<file path="src/rtl/reset_sequencer.sv">
// Reset sequencer: holds memory, register-file and processor resets after power-on
// or soft restart, then releases them in a fixed order aligned to a processor-clock falling edge.
module reset_sequencer #(
  parameter int HOLD_CYCLES = 4,
  parameter int STAGE_GAP   = 2
) (
  input  logic       clock,
  input  logic       reset,
  input  logic       soft_rst_req,
  input  logic       proc_clk_level,
  output logic       imem_rst,
  output logic       dmem_rst,
  output logic       regfile_rst,
  output logic       proc_rst,
  output logic       seq_done,
  output logic [7:0] release_count
);

  typedef enum logic [2:0] {
    HOLD,
    WAIT_EDGE,
    REL_MEM,
    REL_RF,
    RUN
  } state_t;

  localparam logic [7:0] HOLD_LAST = 8'(HOLD_CYCLES - 1);
  localparam logic [7:0] GAP_LAST  = 8'(STAGE_GAP - 1);

  // Completed-sequence counter sticks at its maximum instead of wrapping.
  function automatic logic [7:0] sat_inc(input logic [7:0] v);
    return (v == 8'hFF) ? v : v + 8'd1;
  endfunction

  state_t     state_q, state_d;
  logic [7:0] cnt_q, cnt_d;
  logic       prev_lvl_q, prev_lvl_d;
  logic       imem_rst_q, imem_rst_d;
  logic       dmem_rst_q, dmem_rst_d;
  logic       regfile_rst_q, regfile_rst_d;
  logic       proc_rst_q, proc_rst_d;
  logic       seq_done_q, seq_done_d;
  logic [7:0] release_count_q, release_count_d;
  logic       fall_edge;

  assign fall_edge = prev_lvl_q & ~proc_clk_level;

  always_comb begin
    state_d         = state_q;
    cnt_d           = cnt_q;
    prev_lvl_d      = proc_clk_level;
    imem_rst_d      = imem_rst_q;
    dmem_rst_d      = dmem_rst_q;
    regfile_rst_d   = regfile_rst_q;
    proc_rst_d      = proc_rst_q;
    seq_done_d      = seq_done_q;
    release_count_d = release_count_q;

    // A restart request beats any pending release, including a coincident falling edge.
    if (soft_rst_req) begin
      state_d       = HOLD;
      cnt_d         = 8'd0;
      imem_rst_d    = 1'b1;
      dmem_rst_d    = 1'b1;
      regfile_rst_d = 1'b1;
      proc_rst_d    = 1'b1;
      seq_done_d    = 1'b0;
    end else begin
      case (state_q)
        HOLD: begin
          if (cnt_q == HOLD_LAST) begin
            state_d = WAIT_EDGE;
            cnt_d   = 8'd0;
          end else begin
            cnt_d = cnt_q + 8'd1;
          end
        end
        WAIT_EDGE: begin
          if (fall_edge) begin
            state_d    = REL_MEM;
            cnt_d      = 8'd0;
            imem_rst_d = 1'b0;
            dmem_rst_d = 1'b0;
          end
        end
        REL_MEM: begin
          if (cnt_q == GAP_LAST) begin
            state_d       = REL_RF;
            cnt_d         = 8'd0;
            regfile_rst_d = 1'b0;
          end else begin
            cnt_d = cnt_q + 8'd1;
          end
        end
        REL_RF: begin
          if (cnt_q == GAP_LAST) begin
            state_d         = RUN;
            cnt_d           = 8'd0;
            proc_rst_d      = 1'b0;
            seq_done_d      = 1'b1;
            release_count_d = sat_inc(release_count_q);
          end else begin
            cnt_d = cnt_q + 8'd1;
          end
        end
        RUN: begin
          state_d = RUN;
        end
        default: begin
          state_d = HOLD;
          cnt_d   = 8'd0;
        end
      endcase
    end
  end

  always_ff @(posedge clock) begin
    if (reset) begin
      state_q         <= HOLD;
      cnt_q           <= 8'd0;
      prev_lvl_q      <= 1'b0;
      imem_rst_q      <= 1'b1;
      dmem_rst_q      <= 1'b1;
      regfile_rst_q   <= 1'b1;
      proc_rst_q      <= 1'b1;
      seq_done_q      <= 1'b0;
      release_count_q <= 8'd0;
    end else begin
      state_q         <= state_d;
      cnt_q           <= cnt_d;
      prev_lvl_q      <= prev_lvl_d;
      imem_rst_q      <= imem_rst_d;
      dmem_rst_q      <= dmem_rst_d;
      regfile_rst_q   <= regfile_rst_d;
      proc_rst_q      <= proc_rst_d;
      seq_done_q      <= seq_done_d;
      release_count_q <= release_count_d;
    end
  end

  assign imem_rst      = imem_rst_q;
  assign dmem_rst      = dmem_rst_q;
  assign regfile_rst   = regfile_rst_q;
  assign proc_rst      = proc_rst_q;
  assign seq_done      = seq_done_q;
  assign release_count = release_count_q;

endmodule

</file>
<file path="config.mk">
export PLATFORM = sky130hd
export DESIGN_NAME = reset_sequencer
export DESIGN_NICKNAME = d
export VERILOG_FILES = /design/src/rtl/reset_sequencer.sv
export SDC_FILE = /design/constraint.sdc
export NUM_CORES = 1
export LEC_CHECK = 0
export ABC_CLOCK_PERIOD_IN_PS = 2500
export CAP_MARGIN = 20
export CELL_PAD_IN_SITES_DETAIL_PLACEMENT = 2
export CELL_PAD_IN_SITES_GLOBAL_PLACEMENT = 2
export CORE_MARGIN = 3
export CORE_UTILIZATION = 23
export DETAILED_ROUTE_END_ITERATION = 8
export HOLD_SLACK_MARGIN = 0.12
export PLACE_DENSITY_LB_ADDON = 0.1
export SLEW_MARGIN = 0
export SYNTH_ARGS = -nofsm -noshare
export SYNTH_HDL_FRONTEND = slang
export SYNTH_SLANG_ARGS = --single-unit
export TNS_END_PERCENT = 5
</file>
<file path="constraint.sdc">
create_clock -name clock -period 2.5 [get_ports clock]
set_clock_uncertainty 0.05 [all_clocks]
set_input_delay 0.5 -clock clock [delete_from_list [all_inputs] [get_ports clock]]
set_output_delay 0.5 -clock clock [all_outputs]
set_load 0.005 [all_outputs]
</file>
# After elaboration in Yosys (flattened, before gate mapping)
# Index checks and enable logic that the tools add are counted.
# Widths: inputs -> output; s select.
[word_totals]
output_inout_bits = 13
mem_count = 0
input_bits = 4
latchBits = 0
ff_bits = 24
mem_bits_rw = 0
rom_bits = 0
elab_cells = 44
[op_classes]
n_eq_ne = 11
mul = 0
add_sub_neg = 2
magnitude_cmp = 0
div = 0
muxes = 9
shifts = 0
bitwise = 5
reduce_logical = 9
[ops]
columns = ["cell", "n"]
rows = [
  ["$pmux 8 s4", 1],
  ["$mux 8", 3],
  ["$add 8x1->8 const B", 2],
  ["$pmux 3 s5", 1],
  ["$mux 3", 4],
  ["$eq 8x1->1 const B", 1],
  ["$eq 8x2->1 const B", 1],
  ["$eq 8x8->1 const B", 1],
  ["$ne 2x2->1 const B", 4],
  ["$reduce_and 2->1", 4],
  ["$reduce_and 4->1", 2],
  ["$eq 3x2->1 const B", 2],
  ["$not 1->1", 4],
  ["$reduce_or 2->1", 2],
  ["$eq 3x1->1 const B", 1],
  ["$eq 3x3->1 const B", 1],
  ["$logic_not 3->1", 1],
  ["$and 1x1->1", 1],
]

# Depth between registers and ports, before layout
[logic_depth]
depth_word = 4
ltp_mapped = 6

# Worst setup path before layout
# No wires, ideal clock.
[synth_timing]
path_type = "register -> register"
from = "reg cnt_q[1]"
to = "reg cnt_q[7]"
synth_period_minus_slack_ns = 1.964
n_path_buf = 0
required_ns = 2.376
setup_time_ns = 0.074
path_slack_ns = 0.536
arrival_ns = 1.839
path_stages_with_launch = 7
cell_sequence = "dfxtp_1 inv_1 ha_1 mux2_4 a311o_1 or4_1 a31oi_1"
[synth_between]
elab_chain_cells = 3
[synth_rtl]
columns = ["item", "line_no", "text"]
rows = [
  ["start, declared", "36", "logic [7:0] cnt_q, cnt_d;"],
  ["start signal, assigned", "130", "cnt_q <= cnt_d;"],
  ["$add 8x1->8, or another cell as far along", "75, 92, 103", ""],
  ["$mux 8 (on tied branches)", "87, 96, 71", ""],
  ["$pmux 8 s4 (*)", "69", "case (state_q)"],
]
# Every way passes the cells marked *; elsewhere a longest branch is shown, timed or not.
# A chain may end at the register's enable or synchronous reset.

# Worst setup path after layout
# Ends and elaborated chain as after synthesis.

==> results by group <==
Global route
  – Initial antenna violation count: 0
  – First-pass GRT wire length: 6360 µm
  – GRT Overall Usage: 12.3%
  – Vias in the first global route: 1,266
  – Grt ovf: 0
  – Largest net degree at the start of global routing: 16

Critical path
  – Critical path, cell by cell: inv_1 -> ha_1 -> mux2_4 -> a311o_1 -> or4_1 -> a31oi_1
  – Worst path bufs/invs: 1
  – Worst path top cell family by delay: compound AO/OA/AOI/OAI gates
  – Critical Path Source Type: register
  – Crit path DAT: 2.32 ns
  – Crit Path Max Fanout: 5
  – Critical path class: register to register
  – Worst stage delay on the critical path: 0.52 ns
  – Endpoint class of the critical path: register
  – Worst Path Required: 2.65 ns
  – R2r setup slk: 0.32 ns
  – Crit path max-delay cell type: or4_1

Clock tree
  – CTS H-tree depth: 1
  – Max Root-Sink Buffers: 2
  – Hold buffer count at CTS: 0
  – Clk sinks: 24
  – Num CTS Buffers: 3
  – CTS tree: done
  – Root buffer cell: clkbuf_8
  – Clock transition at the registers of the reported paths: 0.09 ns
  – Worst skew pair latency: 0.26 ns
  – Post-CTS setup buffer count: 0
  – Post-CTS Resized: 0

Floorplanning
  – Floorplan row count: 26
  – Core ar.: 5270 µm²
  – IO Count: 17
  – Starting Density: 24.6%
  – DIE AREA: 6580 µm²
  – Die Y: 81.1 µm
  – Die W: 81.1 µm

Placement
  – Port bufs: 16
  – GP Congestion: 0.709
  – Placed Area: 1540 µm²
  – DP HPWL: 2730 µm

Power
  – Int Power: 0.506 mW
  – Pwr Total: 0.656 mW
  – P_sw: 0.150 mW
  – Worst VDD drop: 0.169 mV
  – P_leak: 0.525 nW
  – Clock Power Share: 35.5%
  – Switching Share: 22.9%
  – Pwr per Cell Area: 414 nW/µm²
  – Comb power frac: 5.4%
  – Sequential power share: 59.0%

Timing
  – Sum Neg Setup Slack: 0 ns
  – Hold_ws: 0.408 ns
  – Minimum clock period after layout: 2.18 ns
  – # setup viols final: 0
  – Final Hold Viols: 0
  – Measured slew at the worst slew-check pin: 0.508 ns
  – Fmax: 460 MHz
  – Slew Limit Fails: 0
  – RSZ-0062 raised after global routing: false
  – Slew margin rel.: 66.0%
  – Tcrit/Tclk final: 87.0%

Layout
  – Fin area: 1580 µm²
  – Layout cells sized above 1: 14.7%
  – Net count, final: 172
  – Synthesis-to-layout area growth: 22.0%
  – ANT cells: 0

Detailed routing
  – Drt first pass iters: 4
  – Residual DRC count: 0
  – Vias: 1,184
  – Final ANT Viol Nets: 0
  – Drt wl/cell: 16.0 µm
  – Initial drt markers: 25
  – Routed WL: 3720 µm
  – Vias per cell: 5.08

Status
  – Status: complete, no violations

Yosys
  – Synth Flop Type: dfxtp_1
  – Syn Nets: 154
  – Async SR Flop Fraction: 0%
  – Syn_area_per_cell: 8.84 µm²
  – Register area share after synthesis: 37.0%
  – Count of flip-flops with a built-in enable after synthesis: 0
  – YS warnings: 0
  – Netlist cell types: 43
  – Synth Cell Area: 1300 µm²
  – Post-synthesis register bit count: 24
  – Gate Count Post-Synth: 147

Job
  – Max Cap Violations: 0

Hold path
  – HP Class: register to register
[cells in the final DEF (no fill, tap or decap), drive strengths merged, types with 2 or more instances in the layout]
cell type / count
inv: 5
nand4: 2
clkdlybuf4s50: 16
nand3: 17
o21ai: 4
and3: 4
ha: 3
nand3b: 2
clkbuf: 3
nand2b: 3
o31ai: 2
nor2: 8
mux2: 7
or3: 3
nor4: 4
nor2b: 7
dfxtp: 24
a21oi: 8
nand2: 8
nor3: 3
a31oi: 5
or2: 2
nor4b: 2
buf: 4
or4: 3
o41ai: 2
[logic make-up (layout without fill, tap and decap cells)]
kind of cell / after synthesis / after routing / synth area share (%)
compound gates: 29 / 29 / 15.3
fa+ha+maj: 3 / 3 / 2.89
buf+inv: 13 / 29 / 4.33
flops: 24 / 24 / 37.0
mux: 7 / 7 / 6.36
simple gates: 71 / 71 / 34.1
[sequential cells by signal (all words and copies together) (netlist names)]
signal and flops:
prev_lvl_q 1, release_count 8, proc_rst 1, seq_done 1
cnt_q 8, state_q 3, dmem_rst 1, regfile_rst 1
[layout make-up]
cell class                 instances  area (µm²)
clock buffer                       3        41.3
fill                             613        3690
inverter                           6        22.5
multi-input combinational        110         762
sequential                        24         480
tap                               70        87.6
timing repair buffer              20         190
[routing by layer]
| metal | vias up | GRT usage (%) | part of all wire [%] |
|---|---|---|---|
| li1 | 578 | - | - |
| met1 | 594 | 15.2 | 46 |
| met2 | 10 | 22.2 | 51 |
| met3 | 2 | 1.44 | 2.7 |
| met4 | 0 | 3.55 | 0.62 |
| met5 | - | 0 | 0 |
[through the flow]
stage               worst slack, ns  std cells  utilization (%)
floorplan                     0.536        147                -
global placement              0.349        230             29.3
detailed placement            0.273        230             29.3
CTS                           0.300        233             30.1
global route                  0.199        233             30.1
finish                        0.324        233             30.1
[synthesized netlist by cell type (all sizes together) (3+ instances only)]
master	instances	share of area, %
o21ai	4	1.5
mux2	7	6.4
or3	3	1.5
a31oi	5	2.4
a21oi	8	3.1
or4	3	1.7
ha	3	2.9
nor3	3	1.2
nand2	8	2.3
clkbuf	5	1.4
inv	5	1.4
and3	4	1.9
dfxtp	24	37
nand3	17	6.6
nor2	8	2.3
nor4	4	4.5
nand2b	3	1.4
nor2b	7	3.4
[power by group through the flow]
stage	logic (mW)	clock network [mW]	registers (mW)
5_1_grt	0.0403	0.269	0.388
6_report	0.0357	0.233	0.387
2_1_floorplan	0.0210	0	0.395
4_1_cts	0.0370	0.247	0.388
3_5_place_dp	0.0365	0	0.397
3_3_place_gp	0.0344	0	0.396
[worst paths after layout]
kind | start | end | cells past startpoint
setup / recovery | cnt_q[1]$_SDFFE_PP0P_ | cnt_q[7]$_SDFFE_PP0P_ | 6
hold reg to reg | proc_rst$_SDFFE_PP1P_ | proc_rst$_SDFFE_PP1P_ | 2
setup reg to reg | cnt_q[1]$_SDFFE_PP0P_ | cnt_q[7]$_SDFFE_PP0P_ | 6
hold / removal | proc_rst$_SDFFE_PP1P_ | proc_rst$_SDFFE_PP1P_ | 2
[worst reg2reg max path: stages (launching register included)]
cell,delay (ns)
dfxtp_1,0.39
inv_1,0.07
ha_1,0.22
mux2_4,0.28
a311o_1,0.43
or4_1,0.53
a31oi_1,0.13
Note: power is estimated with default switching activity, not from simulation.
